**src/rtl/ias_pkg.sv**
```systemverilog
// Mode encodings and sizing helper shared by the instruction address unit and its return-address stack.
package ias_pkg;

    localparam logic [1:0] MODE_INC      = 2'b00;
    localparam logic [1:0] MODE_BRANCH   = 2'b01;
    localparam logic [1:0] MODE_JUMP_REG = 2'b10;
    localparam logic [1:0] MODE_RETURN   = 2'b11;

    function automatic int ras_ptr_width(input int depth);
        return (depth <= 2) ? 1 : $clog2(depth);
    endfunction

endpackage

```
**src/rtl/return_addr_stack.sv**
```systemverilog
// Circular return-address stack: top is combinational from storage, updates land on the next edge.
// No backpressure; a push while full silently overwrites the oldest entry and pulses overflow.
module return_addr_stack
    import ias_pkg::*;
#(
    parameter int unsigned ADDR_WIDTH = 32,
    parameter int unsigned RAS_DEPTH  = 8
) (
    input  logic                                Clock,
    input  logic                                Reset_n,
    input  logic                                push,
    input  logic                                pop,
    input  logic [ADDR_WIDTH-1:0]               push_data,
    output logic [ADDR_WIDTH-1:0]               top,
    output logic [ras_ptr_width(RAS_DEPTH):0]   count,
    output logic                                overflow,
    output logic                                underflow
);

    localparam int PTR_W = ras_ptr_width(RAS_DEPTH);
    localparam int CNT_W = PTR_W + 1;

    logic [ADDR_WIDTH-1:0] mem [RAS_DEPTH];
    logic [PTR_W-1:0]      topPtr;
    logic                  empty;
    logic                  full;
    logic [PTR_W-1:0]      writePtr;

    assign empty     = (count == '0);
    assign full      = (count == CNT_W'(RAS_DEPTH));
    assign top       = mem[topPtr];
    assign overflow  = push && !pop && full;
    assign underflow = pop && empty;

    // Pop+push rewrites the current top in place; a plain push advances onto the next slot,
    // which when full is exactly the oldest entry.
    assign writePtr  = pop ? topPtr : topPtr + PTR_W'(1);

    always_ff @(posedge Clock) begin
        if (push) begin
            mem[writePtr] <= push_data;
        end
    end

    always_ff @(posedge Clock or negedge Reset_n) begin
        if (!Reset_n) begin
            topPtr <= '0;
            count  <= '0;
        end else if (push && pop) begin
            if (empty) begin
                count <= CNT_W'(1);
            end
        end else if (push) begin
            topPtr <= topPtr + PTR_W'(1);
            if (!full) begin
                count <= count + CNT_W'(1);
            end
        end else if (pop && !empty) begin
            topPtr <= topPtr - PTR_W'(1);
            count  <= count - CNT_W'(1);
        end
    end

endmodule

```
**src/rtl/instruction_address_unit.sv**
```systemverilog
// Fetch PC generator with branch/jump/return modes, call/return stack and priority redirect.
// One-cycle latency; PC_enable=0 stalls all state, Redirect overrides the stall.
module instruction_address_unit
    import ias_pkg::*;
#(
    parameter int unsigned            ADDR_WIDTH = 32,
    parameter int unsigned            RAS_DEPTH  = 8,
    parameter logic [ADDR_WIDTH-1:0]  RESET_ADDR = '0,
    parameter int unsigned            PC_STEP    = 1
) (
    input  logic                                Clock,
    input  logic                                Reset_n,
    input  logic                                PC_enable,
    input  logic [1:0]                          Mode,
    input  logic [ADDR_WIDTH-1:0]               BranchOff,
    input  logic [ADDR_WIDTH-1:0]               RA,
    input  logic                                Call,
    input  logic                                Redirect,
    input  logic [ADDR_WIDTH-1:0]               Redirect_addr,
    input  logic                                Clear_flags,
    output logic [ADDR_WIDTH-1:0]               PC,
    output logic [ADDR_WIDTH-1:0]               PC_temp,
    output logic [ras_ptr_width(RAS_DEPTH):0]   RAS_count,
    output logic                                RAS_overflow,
    output logic                                RAS_underflow
);

    localparam logic [ADDR_WIDTH-1:0] STEP = ADDR_WIDTH'(PC_STEP);

    logic                  advance;
    logic                  rasPush;
    logic                  rasPop;
    logic [ADDR_WIDTH-1:0] rasTop;
    logic                  rasOverflowEvt;
    logic                  rasUnderflowEvt;
    logic [ADDR_WIDTH-1:0] seqPC;
    logic [ADDR_WIDTH-1:0] nextPC;

    assign advance = PC_enable && !Redirect;
    assign rasPush = advance && Call;
    assign rasPop  = advance && (Mode == MODE_RETURN);
    assign seqPC   = PC + STEP;

    return_addr_stack #(
        .ADDR_WIDTH (ADDR_WIDTH),
        .RAS_DEPTH  (RAS_DEPTH)
    ) u_ras (
        .Clock      (Clock),
        .Reset_n    (Reset_n),
        .push       (rasPush),
        .pop        (rasPop),
        .push_data  (seqPC),
        .top        (rasTop),
        .count      (RAS_count),
        .overflow   (rasOverflowEvt),
        .underflow  (rasUnderflowEvt)
    );

    always_comb begin
        nextPC = seqPC;
        case (Mode)
            MODE_INC:      nextPC = seqPC;
            MODE_BRANCH:   nextPC = PC + BranchOff;
            MODE_JUMP_REG: nextPC = RA;
            MODE_RETURN:   nextPC = (RAS_count != '0) ? rasTop : RA;
            default:       nextPC = seqPC;
        endcase
    end

    always_ff @(posedge Clock or negedge Reset_n) begin
        if (!Reset_n) begin
            PC      <= RESET_ADDR;
            PC_temp <= RESET_ADDR;
        end else if (Redirect) begin
            PC      <= Redirect_addr;
            PC_temp <= PC;
        end else if (PC_enable) begin
            PC      <= nextPC;
            PC_temp <= PC;
        end
    end

    // Set events outrank a same-cycle clear so no overflow/underflow is ever lost.
    always_ff @(posedge Clock or negedge Reset_n) begin
        if (!Reset_n) begin
            RAS_overflow  <= 1'b0;
            RAS_underflow <= 1'b0;
        end else begin
            if (rasOverflowEvt) begin
                RAS_overflow <= 1'b1;
            end else if (Clear_flags) begin
                RAS_overflow <= 1'b0;
            end
            if (rasUnderflowEvt) begin
                RAS_underflow <= 1'b1;
            end else if (Clear_flags) begin
                RAS_underflow <= 1'b0;
            end
        end
    end

endmodule

```
**config.mk**
```make
export PLATFORM = sky130hd
export DESIGN_NAME = instruction_address_unit
export DESIGN_NICKNAME = d
export VERILOG_FILES = /design/src/rtl/ias_pkg.sv /design/src/rtl/return_addr_stack.sv /design/src/rtl/instruction_address_unit.sv
export SDC_FILE = /design/constraint.sdc
export NUM_CORES = 1
export LEC_CHECK = 0
export CAP_MARGIN = 30
export CORE_MARGIN = 2
export CORE_UTILIZATION = 62
export DETAILED_ROUTE_END_ITERATION = 6
export GPL_ROUTABILITY_DRIVEN = 0
export PLACE_DENSITY = 0.95
export SETUP_SLACK_MARGIN = 0.05
export SKIP_LAST_GASP = 1
export SLEW_MARGIN = 30
export SYNTH_ARGS = -nofsm -noshare
export SYNTH_HDL_FRONTEND = slang
export SYNTH_HIERARCHICAL = 1
export SYNTH_SLANG_ARGS = --single-unit
```
**constraint.sdc**
```tcl
create_clock -name Clock -period 7.9 [get_ports Clock]
set_clock_uncertainty 0.2 [all_clocks]
set_input_delay 0.79 -clock Clock [delete_from_list [all_inputs] [get_ports Clock]]
set_output_delay 0.79 -clock Clock [all_outputs]
set_load 0.005 [all_outputs]
```
==> impl_metrics.env <==
export IMPL_outcome="finished, violations left"
export IMPL_violations="DRC"
export IMPL_antenna_found_initial=2
export IMPL_ys_seq_area_frac=0.582
export IMPL_powerDensity_nw_per_um2=299
export IMPL_synth_edf_count=256
export IMPL_portBuffers=173
export IMPL_start_util=0.629
export IMPL_die_area_um2=27700
export IMPL_cpMaxStageDelayCell="nor2_2"
export IMPL_crit_chain="clkdlybuf4s50_1 > buf_4 > inv_2 > nor3_1 > buf_4 > nand2b_1 > nor2_1 > o21ai_0 > nor2_2 > buf_4"
export IMPL_rows=59
export IMPL_route_detailed_wl_per_inst_um=31.2
export IMPL_top_level_ports=174
export IMPL_crit_type="primary input to flip-flop"
export IMPL_numCtsBuffers=34
export IMPL_ys_ff_latch=329
export IMPL_die_w_um=166
export IMPL_rsz0062_at_grt="no"
export IMPL_dp_slack_ns=3.01
export IMPL_grt_usage=0.380
export IMPL_cts_tree="done"
export IMPL_avgViaCountPerCell=7.48
export IMPL_synth_top_cell_area_share=0.470
export IMPL_hold_path_class="primary input to async pin"
export IMPL_grt_max_degree=74
export IMPL_synthArstFlopShare=0.222
export IMPL_cts_setup_buffers=0
export IMPL_ff_latch_area_um2=9520
export IMPL_rr_startpoint="u_ras/topPtr[0]"
export IMPL_ys_flop_type="edfxtp_1"
export IMPL_h_tree_depth=2
export IMPL_wl_um=53800
export IMPL_syn_area_per_cell_um2=13.6
export IMPL_area_growth_pct=19.2
export IMPL_ant_nets=0
export IMPL_grt_pass1_vias=13300
export IMPL_multiInputGateArea_um2=6430
export IMPL_dr_first_iter_drc_count=2211
export IMPL_layout_nets=1504
export IMPL_fin_tns_setup_ns=0
export IMPL_hpwl_um=32500
export IMPL_route_detailed_drc=25
export IMPL_cp_arrival_ns=4.76
export IMPL_cts_root_buffer="clkbuf_16"
export IMPL_cts_hold_buf=0
export IMPL_ys_warn_count=6
export IMPL_synth_cell_area_um2=16400
export IMPL_ys_types=78
export IMPL_synth_most_common_cell="edfxtp_1"
export IMPL_drv_slew=0
export IMPL_crit_start="Mode[1]"
export IMPL_route_vias_total=12900
export IMPL_worstMarginPinSlew_ns=1.11
export IMPL_overflow=0
export IMPL_synth_top_cells_by_area="edfxtp_1 (47%), dfrtp_1 (11%), mux4_2 (8.8%)"
export IMPL_clk_path_buf_depth=3
export IMPL_coreArea_um2=26000
export IMPL_end_kind="flip-flop"
export IMPL_leakage_nw=6.89
export IMPL_finalSetupViolCount=0
export IMPL_drive_above_1_share=0.169
export IMPL_grt_pass1_wl_um=79400
export IMPL_vdd_drop_max_uv=203
export IMPL_max_slew_margin=0.259
export IMPL_post_synth_top_area_cell="edfxtp_1"
export IMPL_fmax_mhz=209
export IMPL_hold_violations=0
export IMPL_fillers=1382
export IMPL_cp_start_kind="primary input"
export IMPL_slowest_delay_ns=0.92
export IMPL_worst_slack_ns=3.11
export IMPL_synth_top_cells_by_count="edfxtp_1 (256), nand2_1 (89), a21oi_1 (73), dfrtp_1 (73), o21ai_0 (65)"
export IMPL_synthesis_nets=1345
export IMPL_firstDrtPassIters=7
export IMPL_crit_path_frequent_cell="buf_4"
export IMPL_worstPathRequired_ns=7.87
export IMPL_fin_crit_sh=0.606
export IMPL_clk_latency_ns=0.52
export IMPL_die_h_um=166
export IMPL_cap_violations=0
export IMPL_ctsResizeCount=0
export IMPL_clock_sinks=329
export IMPL_synth_cells=1203
export IMPL_period_minus_slack_ns=4.79
export IMPL_cp_max_fo=43
export IMPL_clk_pin_slew_ns=0.06
area by class of cell:
| cell class | instances | share of cell area |
|---|---|---|
| sequential | 329 | 0.489 |
| multi-input combinational | 776 | 0.330 |
| timing repair buffer | 195 | 0.0978 |
| clock buffer | 39 | 0.0457 |
| tap | 335 | 0.0215 |
| clock inverter | 22 | 0.0112 |
| inverter | 26 | 0.00501 |
| antenna | 1 | 0.000128 |
state kept, by name, summed over array words and instances (netlist names):
signal / flops
u_ras/count: 4
RAS_underflow: 1
u_ras/topPtr: 3
RAS_overflow: 1
PC: 32
u_ras/mem: 256
PC_temp: 32
worst paths after layout:
check	endpoint	cells past startpoint	slack, ns
max	u_ras/mem[4][25]	10	3.11
min	PC_temp[30]	1	0.09
max reg2reg	u_ras/mem[4][25]	6	3.71
min reg2reg	PC_temp[8]	2	0.29
max in group asynchronous	u_ras/topPtr[0]	1	6.81
min in group Clock	PC_temp[8]	2	0.29
placed cells by master (no fill, tap or decap), types with 11 or more instances in the layout:
cell type        instances
a21o_1                  12
a21oi_1                 73
a22o_1                  12
buf_4                   21
clkbuf_16               35
clkdlybuf4s50_1        171
dfrtp_1                 71
edfxtp_1               256
ha_1                    36
inv_1                   24
mux2_2                  49
mux4_2                  64
nand2_1                 88
nand3_1                 21
nor2_1                  50
nor3_1                  11
nor3b_1                 11
o211ai_1                19
o21a_1                  17
o21ai_0                 65
o21ai_1                 18
xnor2_1                 37
xor2_1                  24
per-layer routing:
metal / routed length [um] / vias to the layer above / track usage
met2: 24900 / 1484 / 0.608
met5: 0 / - / 0
met3: 7760 / 408 / 0.109
met1: 16600 / 6029 / 0.451
met4: 4530 / 0 / 0.256
li1: - / 4962 / -
per-stage QoR:
stage	instances	power, mW	cell area [um2]	util	hold WS, ns
after CTS	1721	5.72	19500	0.749	0.137
after detailed placement	1660	4.08	18400	0.706	0.268
after floorplan	1203	3.50	16400	-	0.273
after global placement	1660	3.97	18300	0.706	0.262
final	1723	5.83	19500	0.750	0.0933
after global routing	1722	5.96	19500	0.750	0.167
cell families (layout without fill, tap and decap cells):
family | count (synthesis) | count (layout) | share of synthesized area
compound gates | 292 | 292 | 0.114
xor+xnor | 61 | 61 | 0.0327
fa+ha+maj | 38 | 38 | 0.0300
buf+inv | 98 | 282 | 0.0270
flops | 329 | 329 | 0.582
mux | 131 | 131 | 0.136
other cells | 0 | 1 | 0
simple gates | 254 | 254 | 0.0781
critical path: cells and delay by family:
family                 cells  cell delay [ns]
buffers and inverters      5             2.15
AND/OR/NAND/NOR            4             1.54
AO/OA/AOI/OAI              1             0.25
report_power, final:
group	switching, mW	internal (mW)	total [mW]
logic	0.993	0.905	1.90
registers	0.231	2.07	2.30
clock network	0.678	0.945	1.62
total	1.90	3.92	5.83
Power figures use the tool's default switching activity.
